===== src/rtl/l2_read_arbiter.sv =====
// Round-robin arbiter sharing one L2 read port between I-cache and D-cache.
// Requests are staged into a single L2 address register; returned bursts are routed by an in-order source FIFO.
module l2_read_arbiter #(
  parameter int B  = 9,
  parameter int W  = 7,
  parameter int P  = 2,
  parameter int AW = 30
) (
  input  logic                CLK,
  input  logic                RSTN,
  input  logic                ADDR_VALID_INS,
  output logic                ADDR_READY_INS,
  input  logic [AW-1:0]       ADDR_INS,
  output logic                DATA_VALID_INS,
  input  logic                DATA_READY_INS,
  output logic [(1<<W)-1:0]   DATA_INS,
  input  logic                ADDR_VALID_DAT,
  output logic                ADDR_READY_DAT,
  input  logic [AW-1:0]       ADDR_DAT,
  output logic                DATA_VALID_DAT,
  input  logic                DATA_READY_DAT,
  output logic [(1<<W)-1:0]   DATA_DAT,
  output logic                ADDR_TO_L2_VALID,
  input  logic                ADDR_TO_L2_READY,
  output logic [AW-1:0]       ADDR_TO_L2,
  input  logic                DATA_FROM_L2_VALID,
  output logic                DATA_FROM_L2_READY,
  input  logic [(1<<W)-1:0]   DATA_FROM_L2,
  output logic [P:0]          OUTSTANDING,
  output logic                PROTO_ERR
);

  localparam int BW    = B - W;
  localparam int DEPTH = 1 << P;
  localparam logic [P:0]    FULL_CNT  = (P+1)'(DEPTH);
  localparam logic [BW-1:0] LAST_BEAT = BW'((1 << BW) - 1);

  logic              stage_valid_q, stage_valid_d;
  logic [AW-1:0]     stage_addr_q, stage_addr_d;
  logic              pref_dat_q, pref_dat_d;
  logic [DEPTH-1:0]  order_q, order_d;
  logic [P-1:0]      wr_ptr_q, wr_ptr_d;
  logic [P-1:0]      rd_ptr_q, rd_ptr_d;
  logic [P:0]        count_q, count_d;
  logic [BW-1:0]     beat_q, beat_d;
  logic              proto_err_q, proto_err_d;

  logic load_en, grant_ins, grant_dat, push;
  logic fifo_empty, head_dat, beat_acc, pop;

  // Arbitration: the preferred side only matters when both caches request together.
  always_comb begin
    load_en   = (!stage_valid_q || ADDR_TO_L2_READY) && (count_q != FULL_CNT);
    grant_ins = 1'b0;
    grant_dat = 1'b0;
    if (load_en) begin
      if (ADDR_VALID_INS && ADDR_VALID_DAT) begin
        grant_dat = pref_dat_q;
        grant_ins = !pref_dat_q;
      end else begin
        grant_ins = ADDR_VALID_INS;
        grant_dat = ADDR_VALID_DAT;
      end
    end else begin
      grant_ins = 1'b0;
      grant_dat = 1'b0;
    end
    push = grant_ins || grant_dat;
  end

  // Return routing follows the FIFO head; beats offered with nothing outstanding are refused.
  always_comb begin
    fifo_empty         = (count_q == '0);
    head_dat           = order_q[rd_ptr_q];
    DATA_VALID_INS     = 1'b0;
    DATA_VALID_DAT     = 1'b0;
    DATA_FROM_L2_READY = 1'b0;
    if (!fifo_empty) begin
      if (head_dat) begin
        DATA_VALID_DAT     = DATA_FROM_L2_VALID;
        DATA_FROM_L2_READY = DATA_READY_DAT;
      end else begin
        DATA_VALID_INS     = DATA_FROM_L2_VALID;
        DATA_FROM_L2_READY = DATA_READY_INS;
      end
    end else begin
      DATA_FROM_L2_READY = 1'b0;
    end
    beat_acc = DATA_FROM_L2_VALID && DATA_FROM_L2_READY;
    pop      = beat_acc && (beat_q == LAST_BEAT);
  end

  assign ADDR_READY_INS   = grant_ins;
  assign ADDR_READY_DAT   = grant_dat;
  assign DATA_INS         = DATA_FROM_L2;
  assign DATA_DAT         = DATA_FROM_L2;
  assign ADDR_TO_L2_VALID = stage_valid_q;
  assign ADDR_TO_L2       = stage_addr_q;
  assign OUTSTANDING      = count_q;
  assign PROTO_ERR        = proto_err_q;

  // Next-state for the address stage, order FIFO, beat counter and error flag.
  always_comb begin
    stage_valid_d = stage_valid_q;
    stage_addr_d  = stage_addr_q;
    pref_dat_d    = pref_dat_q;
    order_d       = order_q;
    wr_ptr_d      = wr_ptr_q;
    rd_ptr_d      = rd_ptr_q;
    count_d       = count_q;
    beat_d        = beat_q;
    proto_err_d   = proto_err_q || (fifo_empty && DATA_FROM_L2_VALID);
    if (push) begin
      stage_valid_d     = 1'b1;
      stage_addr_d      = grant_dat ? ADDR_DAT : ADDR_INS;
      pref_dat_d        = grant_ins;
      order_d[wr_ptr_q] = grant_dat;
      wr_ptr_d          = wr_ptr_q + P'(1);
    end else if (ADDR_TO_L2_READY) begin
      stage_valid_d = 1'b0;
    end else begin
      stage_valid_d = stage_valid_q;
    end
    if (beat_acc) begin
      beat_d = beat_q + BW'(1);
    end else begin
      beat_d = beat_q;
    end
    if (pop) begin
      rd_ptr_d = rd_ptr_q + P'(1);
    end else begin
      rd_ptr_d = rd_ptr_q;
    end
    case ({push, pop})
      2'b10:   count_d = count_q + (P+1)'(1);
      2'b01:   count_d = count_q - (P+1)'(1);
      default: count_d = count_q;
    endcase
  end

  // State register with synchronous active-low reset.
  always_ff @(posedge CLK) begin
    if (!RSTN) begin
      stage_valid_q <= 1'b0;
      stage_addr_q  <= '0;
      pref_dat_q    <= 1'b0;
      order_q       <= '0;
      wr_ptr_q      <= '0;
      rd_ptr_q      <= '0;
      count_q       <= '0;
      beat_q        <= '0;
      proto_err_q   <= 1'b0;
    end else begin
      stage_valid_q <= stage_valid_d;
      stage_addr_q  <= stage_addr_d;
      pref_dat_q    <= pref_dat_d;
      order_q       <= order_d;
      wr_ptr_q      <= wr_ptr_d;
      rd_ptr_q      <= rd_ptr_d;
      count_q       <= count_d;
      beat_q        <= beat_d;
      proto_err_q   <= proto_err_d;
    end
  end

endmodule


===== config.mk =====
export PLATFORM = sky130hd
export DESIGN_NAME = l2_read_arbiter
export DESIGN_NICKNAME = d
export VERILOG_FILES = /design/src/rtl/l2_read_arbiter.sv
export SDC_FILE = /design/constraint.sdc
export NUM_CORES = 1
export LEC_CHECK = 0
export ABC_AREA = 1
export CORE_AREA = 5 5 187 189
export CTS_CLUSTER_SIZE = 28
export DETAILED_ROUTE_END_ITERATION = 8
export DIE_AREA = 0 0 192 194
export SYNTH_ARGS = -nofsm -noshare
export SYNTH_HDL_FRONTEND = slang
export SYNTH_SLANG_ARGS = --single-unit

===== constraint.sdc =====
create_clock -name CLK -period 2.29 [get_ports CLK]
set_clock_uncertainty 0.05 [all_clocks]
set_input_delay 0.229 -clock CLK [delete_from_list [all_inputs] [get_ports CLK]]
set_output_delay 0.229 -clock CLK [all_outputs]
set_load 0.02 [all_outputs]

# Yosys cells after proc, flatten, opt, wreduce, memory -nomap -nowiden
# Index checks and enable logic that the tools add are counted.
# totals
reg_bits,46
wordCells,54
# classes
n_addsub,5
n_lt_le_gt_ge,3
n_eq_ne,4
mux,19
reduce_logical,14
# ops
cell,n
30-bit 2-to-1 mux,1
1-bit 2-to-1 mux,14
"2-bit by 1-bit adder with 2-bit output, second input constant",3
1-bit logical AND,6
"2-bit by 3-bit less-than comparator with 1-bit output, second input constant",2
3-bit case mux with 2 select lines,1
4-bit bitwise mux,1
"2-bit equality test, second input constant",2
2-bit nonzero test,2
"3-bit by 1-bit adder with 3-bit output, second input constant",1
3-bit logical NOT,1
1-bit logical OR,3
"3-bit inequality test, second input constant",1
"3-bit by 1-bit subtractor with 3-bit output, second input constant",1
1-bit binary-select mux with 2-bit select,1
1-bit demux with 2-bit select,1
"2-bit by 1-bit equality test with 1-bit output, second input constant",1
"2-bit by 1-bit >= comparator with 1-bit output, second input constant",1
1-bit logical NOT,2

# Longest topological paths before layout
# Gate-level depths: netlist of run 1.
# logic_depth
depth_word,8
ltp_mapped,14
depth_no_buf,14

# Worst setup path after synthesis of run 1
# Ideal clock, no wire load.
# synth_path
path_type,register -> register
startpoint,"reg count_q[2], in the netlist OUTSTANDING[2]"
endpoint,"reg count_q[2], in the netlist OUTSTANDING[2]"
setup_time_ns,0.122
arrival_time_ns,1.948
t_required_ns,2.118
path_slack_ns,0.170
stages_incl_launch_ff,12
synth_period_minus_slack_ns,2.120
path_cell_list,dfxtp_1 -> nor3_1 -> nor2_1 -> nand4_2 -> inv_2 -> ha_1 -> inv_1 -> fa_1 -> a21oi_1 -> o21ai_0 -> o21ai_0 -> a21oi_1
# synth_via
elab_chain_cells,6
word_cells_on_any_way,15
# synth_lines
element,line_no,rtl
from (decl),44,"logic [P:0] count_q, count_d;"
from (signal assigned),160,count_q <= count_d;
3-bit logical NOT (*),73,fifo_empty = (count_q == '0);
1-bit 2-to-1 mux (*),78,if (!fifo_empty) begin
1-bit logical AND (*),89,beat_acc = DATA_FROM_L2_VALID && DATA_FROM_L2_READY;
1-bit logical AND (*),90,pop = beat_acc && (beat_q == LAST_BEAT);
named net pop,49,"logic fifo_empty, head_dat, beat_acc, pop;"
2-bit by 1-bit equality test with 1-bit output / 2-bit equality test (equally long branches),134,"case ({push, pop})"
3-bit case mux with 2 select lines / 2-bit nonzero test (equally long branches),-,
# Mark *: on every way through the listed nets, which the timed path passes. The rest lies on a longest branch.
# A chain may end at the register's enable or synchronous reset.

# Worst setup path in the final report of run 1
# layout_path
startpoint,"reg count_q[1], in the netlist OUTSTANDING[1]"
endpoint,out DATA_VALID_DAT
# layout_via
elab_chain_cells,2
# layout_lines
element,line_no,rtl
3-bit logical NOT,73,
1-bit 2-to-1 mux,78,
to (decl),20,"output logic DATA_VALID_DAT,"
# Every way passes these cells.

==> run metrics, run 1 <==
number of synthesized flops with an enable pin=0; synth top area cells=buf_4 42%, dfxtp_1 20%, o211ai_2 8.1%; gate count after technology mapping=572; CTS H-tree lvls=2; vias in the first global route=2,614; Num CTS Buffers=5; Post CTS Setup Buffer Count=0; Final Critical Period=2.14 ns; Post-CTS Hold Fix Bufs=0; fillers=3,783; Finished Core Util=13.5%; antenna violations before repair=1; Initial DRT Pass Iterations=4; WP data arrival=1.87 ns; status=complete, no violations; DR vias=2,694; Worst Setup End Kind=primary output; Clk pin slew, worst setup/hold paths=0.07 ns; met1 WL=3.67 mm; Hold/Removal Path Class=primary input to register; cell with the most instances after synthesis=buf_4; Slew Limit Fails=0; Clock Latency Late Sink=0.30 ns; top sig layer=met5; Max Fanout on Critical Path=4; Vias/cell=3.05; Worst-Margin Slew=0.345 ns; WL met2=7.28 mm; GR Overflow Total=0; TritonCTS clock tree=built; die area=37,200 um^2; Crit Path Category=register to primary output; share of cells above drive strength 1=32.4%; DR iter-0 viols=73; row count=67; Final Cycle Share=93.7%; Post-Syn Area per Cell=8.11 um^2; Seq/Total Area, Yosys=19.8%; Starting Density=14.0%; Max Fclk=0.466 GHz; # clock sinks=46; Worst slew margin=77.0%; final hold vios=0; worst endpoint required time=2.01 ns; LEAKAGE=1.85 nW; final WL=15.1 mm; Pwr per Cell Area=567 nW/um^2; Routed wire per std cell=17.1 um; DIE WIDTH=192 um; core area=33,100 um^2; DP HPWL=13.0 mm; Total GRT Usage=7.53%; Root Driver=clkbuf_16; DRC viols=0; met3 wire len=3.37 mm; Worst setup SP type=register; area grow syn2layout=-3.59%; Distinct cells, synth=29; Cell Area, Synth=4640 um^2; post-synth top area share=41.6%; top cells by count, synth=257 x buf_4, 83 x nand2_1, 46 x dfxtp_1, 34 x nand3_2, 33 x inv_2; prevailing post-synth register cell=dfxtp_1; ant diodes=0; RD Place Congestion=0.700; CTS Buffer Depth=2; Synth area leader=buf_4; first-pass GRT wire length=20.0 mm; Max-Cap Viols=0; worst hold margin=0.258 ns; Synth Register Bits=46; pin count of the biggest net entering global routing=31; RSZ-0062 raised after global routing=false; nets=637; FF-to-FF setup slack=0.21 ns; Async SR Flop Fraction=0%; Yosys warning total=0; Port Buffer Count=107; Synth Net Count=775; VDD IR max=0.000223 V; DRT antenna net count=0; IO Pins=492; Die Ht=194 um; final setup violation count=0
==> area by class of cell <==
| type | instances | area [um^2] | area share (%) |
|---|---|---|---|
| Clock buffer | 5 | 125 | 2.80 |
| Tap cell | 448 | 561 | 12.5 |
| Timing Repair Buffer | 127 | 1230 | 27.5 |
| Inverter | 53 | 214 | 4.78 |
| Clock inverter | 3 | 25.0 | 0.559 |
| Sequential cell | 46 | 922 | 20.6 |
| Multi-Input combinational cell | 201 | 1400 | 31.2 |
==> per-layer routing <==
layer,up-vias,GRT usage [%]
met4,4,3.99
met2,310,12.9
met3,56,7.38
met1,1080,5.19
met5,-,0.796
li1,1244,-
==> cell usage in the layout (no fill, tap or decap), drive strengths merged <==
master and count:
clkinvlp 1, o21ai 7, inv 53, dlygate4sd2 1, a21oi 16, clkinv 2
buf 21, dfxtp 46, fa 1, ha 6, nor2 12, nor3 1
nand3 36, o211ai 30, nand4 1, clkdlybuf4s50 104, xor2 2, dlymetal6s2s 1
nand2 89, clkbuf 5
==> registers in the layout (all words and copies together), names as in the netlist <==
signal and count:
OUTSTANDING 3, rd_ptr_q 2, PROTO_ERR 1, ADDR_TO_L2 30
pref_dat_q 1, ADDR_TO_L2_VALID 1, wr_ptr_q 2, beat_q 2
order_q 4
==> worst max-delay path: stages, from the launching register on <==
cell             delay (ns)
dfxtp_1                0.42
nor3_2                 0.08
nor2_1                 0.15
buf_4                  0.14
inv_1                  0.07
nor2_1                 0.10
clkdlybuf4s50_1        0.61
==> cells by family (layout without fill, tap and decap cells) <==
logic type / after synthesis / after routing / synth area share (%)
adders and majority gates: 7 / 7 / 2.05
buffers and inverters: 325 / 188 / 50.1
xor gates and xnor gates: 2 / 2 / 0.378
DFF: 46 / 46 / 19.8
AOI/OAI and AO/OA: 53 / 53 / 10.9
and+or+nand+nor: 139 / 139 / 16.7
==> final timing paths <==
path / from / endpoint / cells after the start
setup / recovery: OUTSTANDING[1] / DATA_VALID_DAT / 6
setup reg to reg: rd_ptr_q[1] / OUTSTANDING[2] / 13
hold / removal: RSTN / rd_ptr_q[0] / 3
hold reg to reg: PROTO_ERR / PROTO_ERR / 2
==> per-stage QoR <==
stage / instances / total power, mW / setup slack, ns / setup TNS (ns) / cell area (um^2)
2_1_floorplan: 572 / 2.12 / 0.170 / 0 / 4640
3_3_place_gp: 875 / 1.81 / -0.0140 / -0.0140 / 4320
3_5_place_dp: 875 / 1.82 / -0.0321 / -0.0321 / 4320
4_1_cts: 883 / 2.62 / 0.0373 / 0 / 4470
5_1_grt: 883 / 2.71 / 0.00984 / 0 / 4470
6_report: 883 / 2.54 / 0.145 / 0 / 4470
==> report_power, final <==
part,leakage [nW],internal (mW),total [mW],switching [mW]
Sequential,0.381,0.883,0.941,0.0577
Clock,0.0704,0.411,0.757,0.346
Combinational,1.40,0.403,0.841,0.438
Total,1.85,1.70,2.54,0.841
==> what timing repair did <==
action,4_1_cts,5_1_grt
gates cloned,0,0
gates resized for setup,1,3
endpoints found under the setup margin,1,3
Power figures use the tool's default switching activity.
==> inputs of run 2 (changes only) <==
CAP_MARGIN = 20   (was not set)
CORE_AREA = 5 5 188 190   (was 5 5 187 189)
DIE_AREA = 0 0 193 195   (was 0 0 192 194)
clock period = 1.7 ns   (was 2.29 ns; I/O delays follow)
==> run 2 against run 1 <==
  * The flow now finishes with violations (setup timing)
  * Critical path type is now register to register
  * Setup slack lost 0.38 ns
  * Power up 45%
  * Clock-buffer cell count stayed put
  * Cell count up 2.0%
  * Sequential power is 35% higher
==> run metrics, run 2 (synthesis results as in run 1) <==
Hold/Removal Path Class=primary input to register; ant diodes=0 (unchanged); Worst Setup End Kind=register; placed cell count=890 (+1.7%); RSZ-0062 raised after global routing=true; WP data arrival=2.08 ns (+0.21 ns); Max Fclk=0.516 GHz; Worst setup SP type=register; RD Place Congestion=0.688 (-1.7%); DR iter-0 viols=80 (+9.6%); Num CTS Buffers=5 (unchanged); DIE WIDTH=193 um (+0.52%); GR Overflow Total=0 (unchanged); Worst-Margin Slew=0.378 ns (+0.0330 ns); commonest cells after routing, fill and taps aside=101 x clkdlybuf4s50_1, 79 x nand2_1, 40 x dfxtp_1; post-route setup slack=-0.239 ns (-0.384 ns); TritonCTS clock tree=built; Initial DRT Pass Iterations=4 (unchanged); Port Buffer Count=107 (unchanged); CTS H-tree lvls=2 (unchanged); Post-Layout Cell Count=901 (+2.0%); Die Ht=195 um (+0.52%); Worst path slowest cell=dfxtp_4; Crit Path Category=register to register; Starting Density=13.9% (-0.071 points); most frequent CP cell=inv_2; Worst slew margin=74.8% (-2.2 points); Root Driver=clkbuf_16; die area=37,600 um^2 (+1.0%); slowest stage delay, CP=0.36 ns (-0.25 ns); Max Fanout on Critical Path=4 (unchanged); Max-Cap Viols=0 (unchanged); area grow syn2layout=3.34%; vias in the first global route=2,717 (+3.9%); VDD IR max=0.000335 V (+50%); Slew Limit Fails=0 (unchanged); commonest non-fill, non-tap cell in the layout=clkdlybuf4s50_1; worst endpoint required time=1.84 ns (-0.17 ns); IO Pins=492 (unchanged); Finished Cell Area=4800 um^2 (+7.2%); placed cell areas=4510 um^2 (+4.5%); pin count of the biggest net entering global routing=31 (unchanged); worst hold margin=0.286 ns (+0.0285 ns); DP HPWL=12.8 mm (-1.6%); DRC viols=0 (unchanged); first-pass GRT wire length=20.4 mm (+1.8%); Pwr per Cell Area=770 nW/um^2 (+36%); violated checks=setup timing; row count=67 (unchanged); nets=655 (+2.8%); share of cells above drive strength 1=40.8% (+8.4 points); final WL=15.1 mm (+0.18%); Final Critical Period=1.94 ns; cells along the critical path=inv_2 -> nand2_2 -> nand3_4 -> nand2_4 -> nand2_4 -> nand4_4 -> inv_2 -> ha_4 -> inv_2 -> fa_2 -> a21oi_2 -> o21ai_2 -> o21ai_1 -> a21oi_1; antenna violations before repair=0 (-1); Final Cycle Share=114%; status=finished with violations; core area=33,300 um^2 (+0.51%); final hold vios=0 (unchanged); CTS Buffer Depth=2 (unchanged); Vias/cell=3.10 (+1.6%); LEAKAGE=1.95 nW (+5.4%); Buffers & Inverters on Critical Path=3 (unchanged); Clock Latency Late Sink=0.30 ns (about the same); DRT antenna net count=0 (unchanged); DR vias=2,792 (+3.6%); Post-Place Setup Slack=-0.445 ns (-0.413 ns); cell family with most CP delay=adder cells; Routed wire per std cell=16.8 um (-1.8%); final setup violation count=3 (+3); max reg flops=30 (unchanged); Total GRT Usage=7.50% (-0.031 points); Clk pin slew, worst setup/hold paths=0.07 ns (about the same); # clock sinks=46 (unchanged)
-- run 2: cell types whose count changed in the layout (fill, tap and decap cells not counted), moves of 3 or more --
| cell | before | now |
|---|---|---|
| buf_4 | 19 | 34 |
| dfxtp_1 | 45 | 40 |
| dfxtp_4 | 0 | 5 |
| inv_1 | 16 | 12 |
| nand2_1 | 83 | 79 |
| buf_12 | 1 | 4 |
| buf_6 | 0 | 3 |
| clkdlybuf4s50_1 | 104 | 101 |
| inv_2 | 33 | 36 |
| nand2_4 | 2 | 5 |
| nor2_1 | 11 | 8 |
-- run 2: metal layers --
layer | vias to the layer above | track usage, % | wire, um
li1 | 1284 | - | -
met2 | 279 | 12.7 | 7280
met4 | 0 | 3.70 | 679
met3 | 62 | 5.96 | 2830
met5 | - | 0.398 | 0
met1 | 1167 | 6.22 | 4310
-- run 2: metrics by stage --
step / setup TNS [ns] / util (%) / total power [mW]
6_report: -0.485 / 14.4 / 3.69
3_3_place_gp: -4.35 / 13.6 / 2.53
4_1_cts: -0.583 / 14.4 / 3.80
3_5_place_dp: -4.82 / 13.6 / 2.54
2_1_floorplan: -0.334 / - / 2.86
5_1_grt: -0.875 / 14.4 / 3.95
-- run 2: layout make-up --
class	count	area, um^2
inverters	53	216
clock inverters	3	47.5
flip-flops and latches	46	941
well taps	448	561
clock buffers	5	125
repair buffers	145	1400
multi-input cells	201	1500
fillers	3782	28500
-- run 2: worst paths after layout --
check	from	endpoint	slack, ns	cells after the start
setup / recovery	rd_ptr_q[0]	OUTSTANDING[2]	-0.24	14
hold / removal	RSTN	OUTSTANDING[1]	0.29	3
setup reg to reg	rd_ptr_q[0]	OUTSTANDING[2]	-0.24	14
hold reg to reg	PROTO_ERR	PROTO_ERR	0.41	2
-- run 2: worst register-to-register path, stage by stage, from the launching register on --
cell	delay, ns
dfxtp_4	0.36
inv_2	0.06
nand2_2	0.06
nand3_4	0.08
nand2_4	0.06
nand2_4	0.08
nand4_4	0.10
inv_2	0.08
ha_4	0.12
inv_2	0.03
fa_2	0.35
a21oi_2	0.14
o21ai_2	0.07
o21ai_1	0.13
a21oi_1	0.05
-- run 2: repair_timing --
action,CTS,global route
gates resized for setup,23,8
pin swaps,3,4
hold buffers,0,0
buffers inserted,3,1
endpoints found under the setup margin,7,6
-- run 2: power breakdown --
part           internal (mW)  switching (mW)
Sequential              1.19          0.0790
Combinational          0.622           0.634
Clock                  0.705           0.465
Total                   2.51            1.18
